<file path="config.mk">
export PLATFORM = sky130hd
export DESIGN_NAME = popcount18_combo_gen
export DESIGN_NICKNAME = d
export VERILOG_FILES = /design/src/rtl/popcount18_combo_gen_pkg.sv /design/src/rtl/popcount18_combo_gen_gosper_next.sv /design/src/rtl/popcount18_combo_gen.sv
export SDC_FILE = /design/constraint.sdc
export NUM_CORES = 1
export LEC_CHECK = 0
export CAP_MARGIN = 0
export CORE_UTILIZATION = 57
export CTS_CLUSTER_SIZE = 30
export DETAILED_ROUTE_END_ITERATION = 16
export PLACE_DENSITY = 0.78
export SLEW_MARGIN = 5
export SYNTH_ARGS = -nofsm -noshare
export SYNTH_HDL_FRONTEND = slang
export SYNTH_SLANG_ARGS = --single-unit
</file>
<file path="constraint.sdc">
create_clock -name clk -period 6 [get_ports clk]
set_clock_uncertainty 0.05 [all_clocks]
set_input_delay 1.2 -clock clk [delete_from_list [all_inputs] [get_ports clk]]
set_output_delay 1.2 -clock clk [all_outputs]
set_load 0.1 [all_outputs]
</file>
<file path="src/rtl/popcount18_combo_gen_pkg.sv">
// Shared constants, FSM state type and mask helpers for the popcount18
// combination generator.
package popcount18_pkg;

    localparam int unsigned N_DEF  = 18;
    localparam int unsigned KW     = 5;
    localparam int unsigned IW_DEF = 16;

    typedef enum logic {
        IDLE,
        RUN
    } state_e;

    // k ones in the lowest bits: the first (smallest) word of a run.
    function automatic logic [N_DEF-1:0] low_mask(input logic [KW-1:0] k);
        logic [N_DEF-1:0] m;
        m = '0;
        for (int unsigned i = 0; i < N_DEF; i++) begin
            if (i < 32'(k)) begin
                m[i] = 1'b1;
            end
        end
        return m;
    endfunction

    // k ones in bits n-1..n-k: the last (largest) word of a run.
    function automatic logic [N_DEF-1:0] top_mask(input logic [KW-1:0] k,
                                                  input int unsigned n = N_DEF);
        logic [N_DEF-1:0] m;
        m = '0;
        for (int unsigned i = 0; i < N_DEF; i++) begin
            if ((32'(k) <= n) && (i < n) && (i + 32'(k) >= n)) begin
                m[i] = 1'b1;
            end
        end
        return m;
    endfunction

endpackage

</file>
<file path="src/rtl/popcount18_combo_gen_gosper_next.sv">
// Combinational Gosper successor: next larger word with the same popcount.
// Shift by (2 + ctz) replaces the division by the lowest set bit.
module popcount18_gosper_next
    import popcount18_pkg::*;
#(
    parameter int unsigned N = N_DEF
) (
    input  logic [N-1:0] x_i,
    output logic [N-1:0] next_o
);

    logic [N:0] ext;
    logic [N:0] lsb;
    logic [N:0] sum;
    logic [N:0] diff;
    logic [4:0] ctz;
    logic [4:0] shamt;
    logic       found;

    always_comb begin
        ctz   = '0;
        found = 1'b0;
        for (int unsigned i = 0; i < N; i++) begin
            if (x_i[i] && !found) begin
                ctz   = 5'(i);
                found = 1'b1;
            end
        end
    end

    always_comb begin
        ext    = {1'b0, x_i};
        lsb    = ext & (~ext + (N+1)'(1));
        sum    = ext + lsb;
        diff   = ext ^ sum;
        shamt  = ctz + 5'd2;
        // Bit N of the sum is only set past the final word, which never advances.
        next_o = N'(sum | (diff >> shamt));
    end

endmodule

</file>
<file path="src/rtl/popcount18_combo_gen.sv">
// Emits every N-bit word with exactly k ones, ascending, one per handshake.
// Command in IDLE, stream in RUN, abort or final handshake returns to IDLE.
module popcount18_combo_gen
    import popcount18_pkg::*;
#(
    parameter int unsigned N  = N_DEF,
    parameter int unsigned IW = IW_DEF
) (
    input  logic          clk,
    input  logic          rst_n,
    input  logic          cmd_valid,
    output logic          cmd_ready,
    input  logic [KW-1:0] cmd_k,
    input  logic          abort,
    output logic          out_valid,
    input  logic          out_ready,
    output logic [N-1:0]  out_data,
    output logic [IW-1:0] out_idx,
    output logic          out_last,
    output logic          err
);

    state_e          state_q;
    logic [N-1:0]    x_q;
    logic [N-1:0]    mask_q;
    logic [IW-1:0]   idx_q;
    logic            last_q;
    logic            err_q;

    logic [N-1:0]    x_next_d;
    logic [N-1:0]    init_x_d;
    logic [N-1:0]    init_mask_d;
    logic [N_DEF-1:0] low_full;
    logic [N_DEF-1:0] top_full;
    logic            k_ok;

    popcount18_gosper_next #(
        .N(N)
    ) u_next (
        .x_i    (x_q),
        .next_o (x_next_d)
    );

    always_comb begin
        low_full    = low_mask(cmd_k);
        top_full    = top_mask(cmd_k, N);
        init_x_d    = low_full[N-1:0];
        init_mask_d = top_full[N-1:0];
        k_ok        = (32'(cmd_k) <= N);
    end

    always_ff @(posedge clk) begin
        if (!rst_n) begin
            state_q <= IDLE;
            x_q     <= '0;
            mask_q  <= '0;
            idx_q   <= '0;
            last_q  <= 1'b0;
            err_q   <= 1'b0;
        end else begin
            err_q <= 1'b0;
            case (state_q)
                IDLE: begin
                    if (cmd_valid) begin
                        if (k_ok) begin
                            state_q <= RUN;
                            x_q     <= init_x_d;
                            mask_q  <= init_mask_d;
                            idx_q   <= '0;
                            last_q  <= (init_x_d == init_mask_d);
                        end else begin
                            err_q <= 1'b1;
                        end
                    end
                end
                RUN: begin
                    // Abort wins over any handshake in the same cycle.
                    if (abort) begin
                        state_q <= IDLE;
                        last_q  <= 1'b0;
                    end else if (out_ready) begin
                        if (last_q) begin
                            state_q <= IDLE;
                            last_q  <= 1'b0;
                        end else begin
                            x_q    <= x_next_d;
                            idx_q  <= idx_q + IW'(1);
                            last_q <= (x_next_d == mask_q);
                        end
                    end
                end
                default: state_q <= IDLE;
            endcase
        end
    end

    assign cmd_ready = (state_q == IDLE);
    assign out_valid = (state_q == RUN);
    assign out_data  = x_q;
    assign out_idx   = idx_q;
    assign out_last  = last_q;
    assign err       = err_q;

endmodule
</file>
* After elaboration in Yosys (flattened, before gate mapping)
Cells that the tools add are included.
** Storage, ports and cells
- Flip-flop bits (word level) :: 55
- Latch bits :: 0
- Bits in writable memories :: 0
- Memory bits (read-only) :: 0
- Memories :: 0
** Cells by class
- $add $sub $neg :: 21
- Multiply operators :: 0
- Div/mod/pow operators :: 0
- Magnitude comparators :: 37
- Eq/ne operators :: 8
- Shifts and indexed selects :: 1
- Multiplexer cells :: 95
- Bitwise logic cells :: 7
- Reductions and logical operators :: 56
** Operator list (number)
- 6-bit by 5-bit >= comparator with 1-bit output, second input constant :: 17
- 18-bit 2-to-1 mux :: 5
- 16-bit 2-to-1 mux :: 5
- 1-bit 2-to-1 mux :: 65
- 4-bit by 5-bit adder with 6-bit output, first input constant :: 8
- 4-bit by 5-bit less-than comparator with 1-bit output, first input constant :: 8
- 18-bit == test :: 2
- 18-bit case mux with 2 select lines :: 1
- 1-bit logical AND :: 35
- 4-bit 2-to-1 mux :: 8
- 16-bit case mux with 2 select lines :: 1
- 3-bit by 5-bit adder with 6-bit output, first input constant :: 4
- 3-bit by 5-bit less-than comparator with 1-bit output, first input constant :: 4
- 18-bit by 19-bit adder with 19-bit output :: 1
- 19-bit by 1-bit adder with 19-bit output, second input constant :: 1
- 18-bit by 19-bit bitwise AND with 19-bit output :: 1
- 18-bit NOT with 19-bit output :: 1
- 19-bit by 5-bit right shift with 18-bit output :: 1
- 18-bit by 19-bit bitwise XOR with 19-bit output :: 1
- 18-bit OR :: 1
- 1-bit logical NOT :: 17
- 16-bit by 1-bit adder with 16-bit output, second input constant :: 1
- 2-bit by 5-bit adder with 6-bit output, first input constant :: 2
- 5-bit by 5-bit adder with 6-bit output, first input constant :: 2
- 18 further kinds :: 33

* Depth between registers and ports, before layout
- Depth in word-level cells :: 60
- Gate-level depth with buffers :: 20
- Mapped depth without buffers :: 15

* Hierarchy
A second synthesis with hierarchy kept.
** Unflattened totals
- Cells, all modules :: 824
- Area, all modules :: 6282.3 µm²
** By module, submodules not included
- popcount18_combo_gen :: instances 1, cells each 500, area each 4121.5 µm², seq. area each 1101.1 µm²
- popcount18_gosper_next :: instances 1, cells each 324, area each 2160.8 µm², seq. area each 0.0 µm²

* Worst setup path after synthesis
No wires, ideal clock.
- Path kind :: flip-flop to flip-flop
- Start point :: reg x_q[5] (netlist: out_data[5])
- End point :: reg last_q (netlist: out_last)
- Setup time :: 87 ps
- Data arrival time :: 4772 ps
- Path slack :: 1091 ps
- Cell stages (with the launch flop) :: 21
- Path buffers :: 5
- Period minus slack after synthesis :: 4909 ps
- Cells stage by stage :: dfxtp_1 > buf_2 > clkbuf_1 > nor2_1 > o21ai_0 > a31oi_1 > nor2_1 > clkinv_1 > clkbuf_1 > ha_1 > or3_1 > and2_0 > clkbuf_1 > clkbuf_1 > nor2_1 > nand2_1 > o211ai_1 > mux2i_1 > a2111oi_0 > nand4_1 > o31ai_1
** On the way
- Cells in the longest elaborated chain, start to end :: 46
- Elaborated cells on any way between the ends :: 63
** Ends and longest elaborated chain
- start: declaration :: RTL line popcount18_combo_gen.sv:24 : logic [N-1:0] x_q;
- start signal: assignment :: RTL line popcount18_combo_gen.sv:67 : x_q <= init_x_d;
- start signal: assignment :: RTL line popcount18_combo_gen.sv:86 : x_q <= x_next_d;
- 1-bit logical AND :: RTL line popcount18_combo_gen_gosper_next.sv:24 : if (x_i[i] && !found) begin
- 1-bit 2-to-1 mux :: RTL line popcount18_combo_gen_gosper_next.sv:24
- 1-bit logical NOT :: RTL line popcount18_combo_gen_gosper_next.sv:24
- 1-bit logical AND :: RTL line popcount18_combo_gen_gosper_next.sv:24
- 1-bit 2-to-1 mux :: RTL line popcount18_combo_gen_gosper_next.sv:24
- 1-bit logical NOT :: RTL line popcount18_combo_gen_gosper_next.sv:24
- 1-bit logical AND :: RTL line popcount18_combo_gen_gosper_next.sv:24
- 1-bit 2-to-1 mux :: RTL line popcount18_combo_gen_gosper_next.sv:24
- (+30 left out)
- 5-bit by 2-bit adder with 5-bit output :: RTL line popcount18_combo_gen_gosper_next.sv:36 : shamt = ctz + 5'd2;
- 19-bit by 5-bit right shift with 18-bit output :: RTL line popcount18_combo_gen_gosper_next.sv:38 : next_o = N'(sum | (diff >> shamt));
- 18-bit OR * :: RTL line popcount18_combo_gen_gosper_next.sv:38
- 18-bit == test * :: RTL line popcount18_combo_gen.sv:88 : last_q <= (x_next_d == mask_q);
- 1-bit 2-to-1 mux * :: RTL line popcount18_combo_gen.sv:82 : if (last_q) begin
- 1-bit 2-to-1 mux * :: RTL line popcount18_combo_gen.sv:81 : end else if (out_ready) begin
- 1-bit 2-to-1 mux * :: RTL line popcount18_combo_gen.sv:78 : if (abort) begin
- 1-bit case mux with 2 select lines * :: RTL line popcount18_combo_gen.sv:62 : case (state_q)
- end signal: assignment :: RTL line popcount18_combo_gen.sv:70 : last_q <= (init_x_d == init_mask_d);
- end signal: assignment :: RTL line popcount18_combo_gen.sv:88
- end: declaration :: RTL line popcount18_combo_gen.sv:27 : logic last_q;
Every way passes the cells marked *; elsewhere a longest branch is shown, timed or not. The select of a mux whose other input is x is not followed.
A chain may end at the register's enable or synchronous reset.

* Final worst setup path
- Start point :: in cmd_k[1]
- End point :: reg idx_q[15] (netlist: out_idx[15])
** On the way
- Cells in the longest elaborated chain, start to end :: 3
** Ends and longest elaborated chain
- start: declaration :: RTL line popcount18_combo_gen.sv:13 : input logic [KW-1:0] cmd_k,
- 5-bit less-or-equal comparator :: RTL line popcount18_combo_gen.sv:49 : k_ok = (32'(cmd_k) <= N);
- 2-bit by 1-bit inequality test with 1-bit output (no source line)
- 5-bit AND reduction (no source line)
- end signal: assignment :: RTL line popcount18_combo_gen.sv:87 : idx_q <= idx_q + IW'(1);
- end: declaration :: RTL line popcount18_combo_gen.sv:26 : logic [IW-1:0] idx_q;
No other way between the ends.

==> qor.yml <==
synth-xor-area-share_pct: 5.30
nets: 987
synth-adder-area-share_pct: 4.35
power.density_nw_per_um2: 276
fill_cells: 1036
root_buffer: "clkbuf_16"
async_flop_share_pct: 0
numCtsBuffers: 5
track_usage_pct: 38.4
multiInputGateArea_um2: 5060
critPathKind: "in2reg"
rsz0062_at_grt: "no"
syn-num-nets: 990
r2r.worst_path.cells: 15
cts.htree.levels: 2
num_vias: 7580
setup_viol: 0
seqCellArea_um2: 1100
synth_top_family_by_area: "compound AO/OA/AOI/OAI gates"
cts_buffer_depth: 2
rows: 38
fin_crit_sh_pct: 84.5
critical_path.max_fanout: 13
status: "complete, no violations"
grt_pass1_wl_mm: 35.5
drt-initial-drc-count: 1167
io_buffers: 47
grt_pass1_vias: 6378
place_hpwl_mm: 17.3
fmax_ghz: 0.197
synth-edff-count: 0
antenna_cells: 0
ys_seq_elements: 55
start_kind: "primary input"
tns_ns: 0
syn_to_final_growth_pct: 9.42
fin_crit_ns: 5.07
r2r-start: "out_data[11]"
io_pins: 48
clock_latency_ns: 0.29
synth_compound_area_share_pct: 36.2
drive_above_1_share_pct: 7.12
synthSimpleGateAreaFrac_pct: 28.6
final-max-slew-violation-count: 0
timing.critical_path.to_type: "flop"
avgRoutedWirePerCell_um: 20.8
core_region_area_um2: 11100
yosys_most_used_dff: "dfxtp_1"
worstPathRequired_ns: 6.12
hold_violations: 0
grt-ovfl-total: 0
critPathLaunch: "cmd_k[1]"
worstMarginPinSlew_ns: 1.03
holdCritPathClass: "reg2reg"
reg2reg_slack_ns: 1.01
grt_max_degree: 33
path_clk_slew_ns: 0.07
ys_seq_area_share_pct: 16.6
post_cts_buffers: 0
maxCapViolCount: 0
start_util_pct: 59.7
muxShareOfSynthArea_pct: 2.14
synth_warnings: 0
clock_sinks: 55
die-area_um2: 12000
cts_resized: 0
leakage_nw: 2.60
slew_headroom_pct: 31.1
syn_avg_cell_area_um2: 6.91
totalWireLength_mm: 22.7
drt_pre_antenna_iters: 6
place_congestion: 1.01
drc: 0
final_area_um2: 7240
synth.distinct_cells: 82
cts_hold_buffers: 0
reg2reg_to: "out_last"
die_h_um: 110
ir_drop_uv: 174
syn-cell-area_um2: 6610
via_per_inst: 6.92
endpoint: "out_idx[15]"
synthCells: 957
postRouteAntennaNets: 0
dieWidth_um: 110
antenna_found_initial: 0
critical_path_arrival_ns: 5.19
cts_tree: "built"
placed_area_um2: 7090
[state kept, by name (all words and copies together), names as in the netlist]
signal	flops
out_data	18
out_last	1
mask_q	18
err	1
out_idx	16
out_valid	1
[power by group]
part	internal, mW	total, mW	switching [mW]
sequential	0.389	0.444	0.0548
combinational	0.426	1.26	0.836
clock	0.157	0.295	0.138
total	0.972	2.00	1.03
[worst min path at each step]
stage,startpoint,endpoint,depth (start not counted)
after global placement,mask_q[12],mask_q[12],2
final,mask_q[12],mask_q[12],2
after CTS,mask_q[12],mask_q[12],2
after floorplan,mask_q[12],mask_q[12],2
after global routing,mask_q[12],mask_q[12],2
after detailed placement,mask_q[12],mask_q[12],2
[cells in the mapped netlist, types with 23 or more instances]
| library cell | instances | area (µm²) |
|---|---|---|
| nand3_1 | 36 | 180 |
| a21oi_1 | 83 | 415 |
| nor3_1 | 35 | 175 |
| dfxtp_1 | 55 | 1100 |
| ha_1 | 23 | 288 |
| nand2_1 | 79 | 297 |
| xnor2_1 | 25 | 219 |
| o21ai_0 | 62 | 310 |
| clkbuf_1 | 68 | 255 |
| nor2_1 | 105 | 394 |
| a211oi_1 | 37 | 278 |
| inv_1 | 28 | 105 |
[layer usage]
metal | up-vias | track usage [%] | part of all wire, %
met5 | - | 0 | 0
met2 | 481 | 55.1 | 41
met3 | 37 | 9.37 | 12
met4 | 0 | 6.57 | 1.7
met1 | 3486 | 57.8 | 45
li1 | 3576 | - | -
[kinds of logic (layout without fill, tap and decap cells)]
| family | Yosys count | count (layout) |
|---|---|---|
| buffers and inverters | 109 | 107 |
| and+or+nand+nor | 374 | 374 |
| adders and majority gates | 23 | 23 |
| DFF | 55 | 55 |
| muxes | 11 | 11 |
| AOI/OAI and AO/OA | 345 | 345 |
| xor gates and xnor gates | 40 | 40 |
[worst max-delay path, stage by stage]
cell and delay (ns):
clkdlybuf4s50_1 0.66, inv_1 0.29, ha_1 0.39, nor2b_1 0.11, o2bb2ai_1 0.71, nand2_1 0.46
nand2_1 0.42, nand4_1 0.37, nor2_1 0.26, nand3_1 0.11, xor2_1 0.13, nor2_1 0.05
[stage by stage]
stage / hold WS (ns) / setup slack, ns / power [mW] / instances / util (%)
global route: 0.470 / 0.469 / 2.11 / 1095 / 65.3
finish: 0.437 / 0.930 / 2.00 / 1095 / 65.3
CTS: 0.428 / 1.05 / 1.96 / 1095 / 65.3
floorplan: 0.397 / 1.09 / 1.37 / 957 / -
detailed placement: 0.418 / 0.734 / 1.66 / 1087 / 64.0
global placement: 0.415 / 0.807 / 1.66 / 1087 / 64.0
[placed cells by master (no fill, tap or decap), drive strengths merged, types with 29 or more instances in the layout]
cell type | synthesis | layout
a211oi | 37 | 37
dfxtp | 55 | 55
a21oi | 83 | 83
nor3 | 37 | 37
o21ai | 64 | 64
nand3 | 36 | 36
inv | 28 | 29
nor2 | 106 | 106
nand2 | 80 | 80
clkdlybuf4s50 | 0 | 47
[layout make-up]
cell class	count	share of cell area [%]
well taps	140	2.42
repair buffers	69	8.78
inverters	30	1.56
multi-input cells	793	70.0
clock buffers	5	1.73
clock inverters	3	0.328
flip-flops and latches	55	15.2
Note: power is estimated with default switching activity, not from simulation.
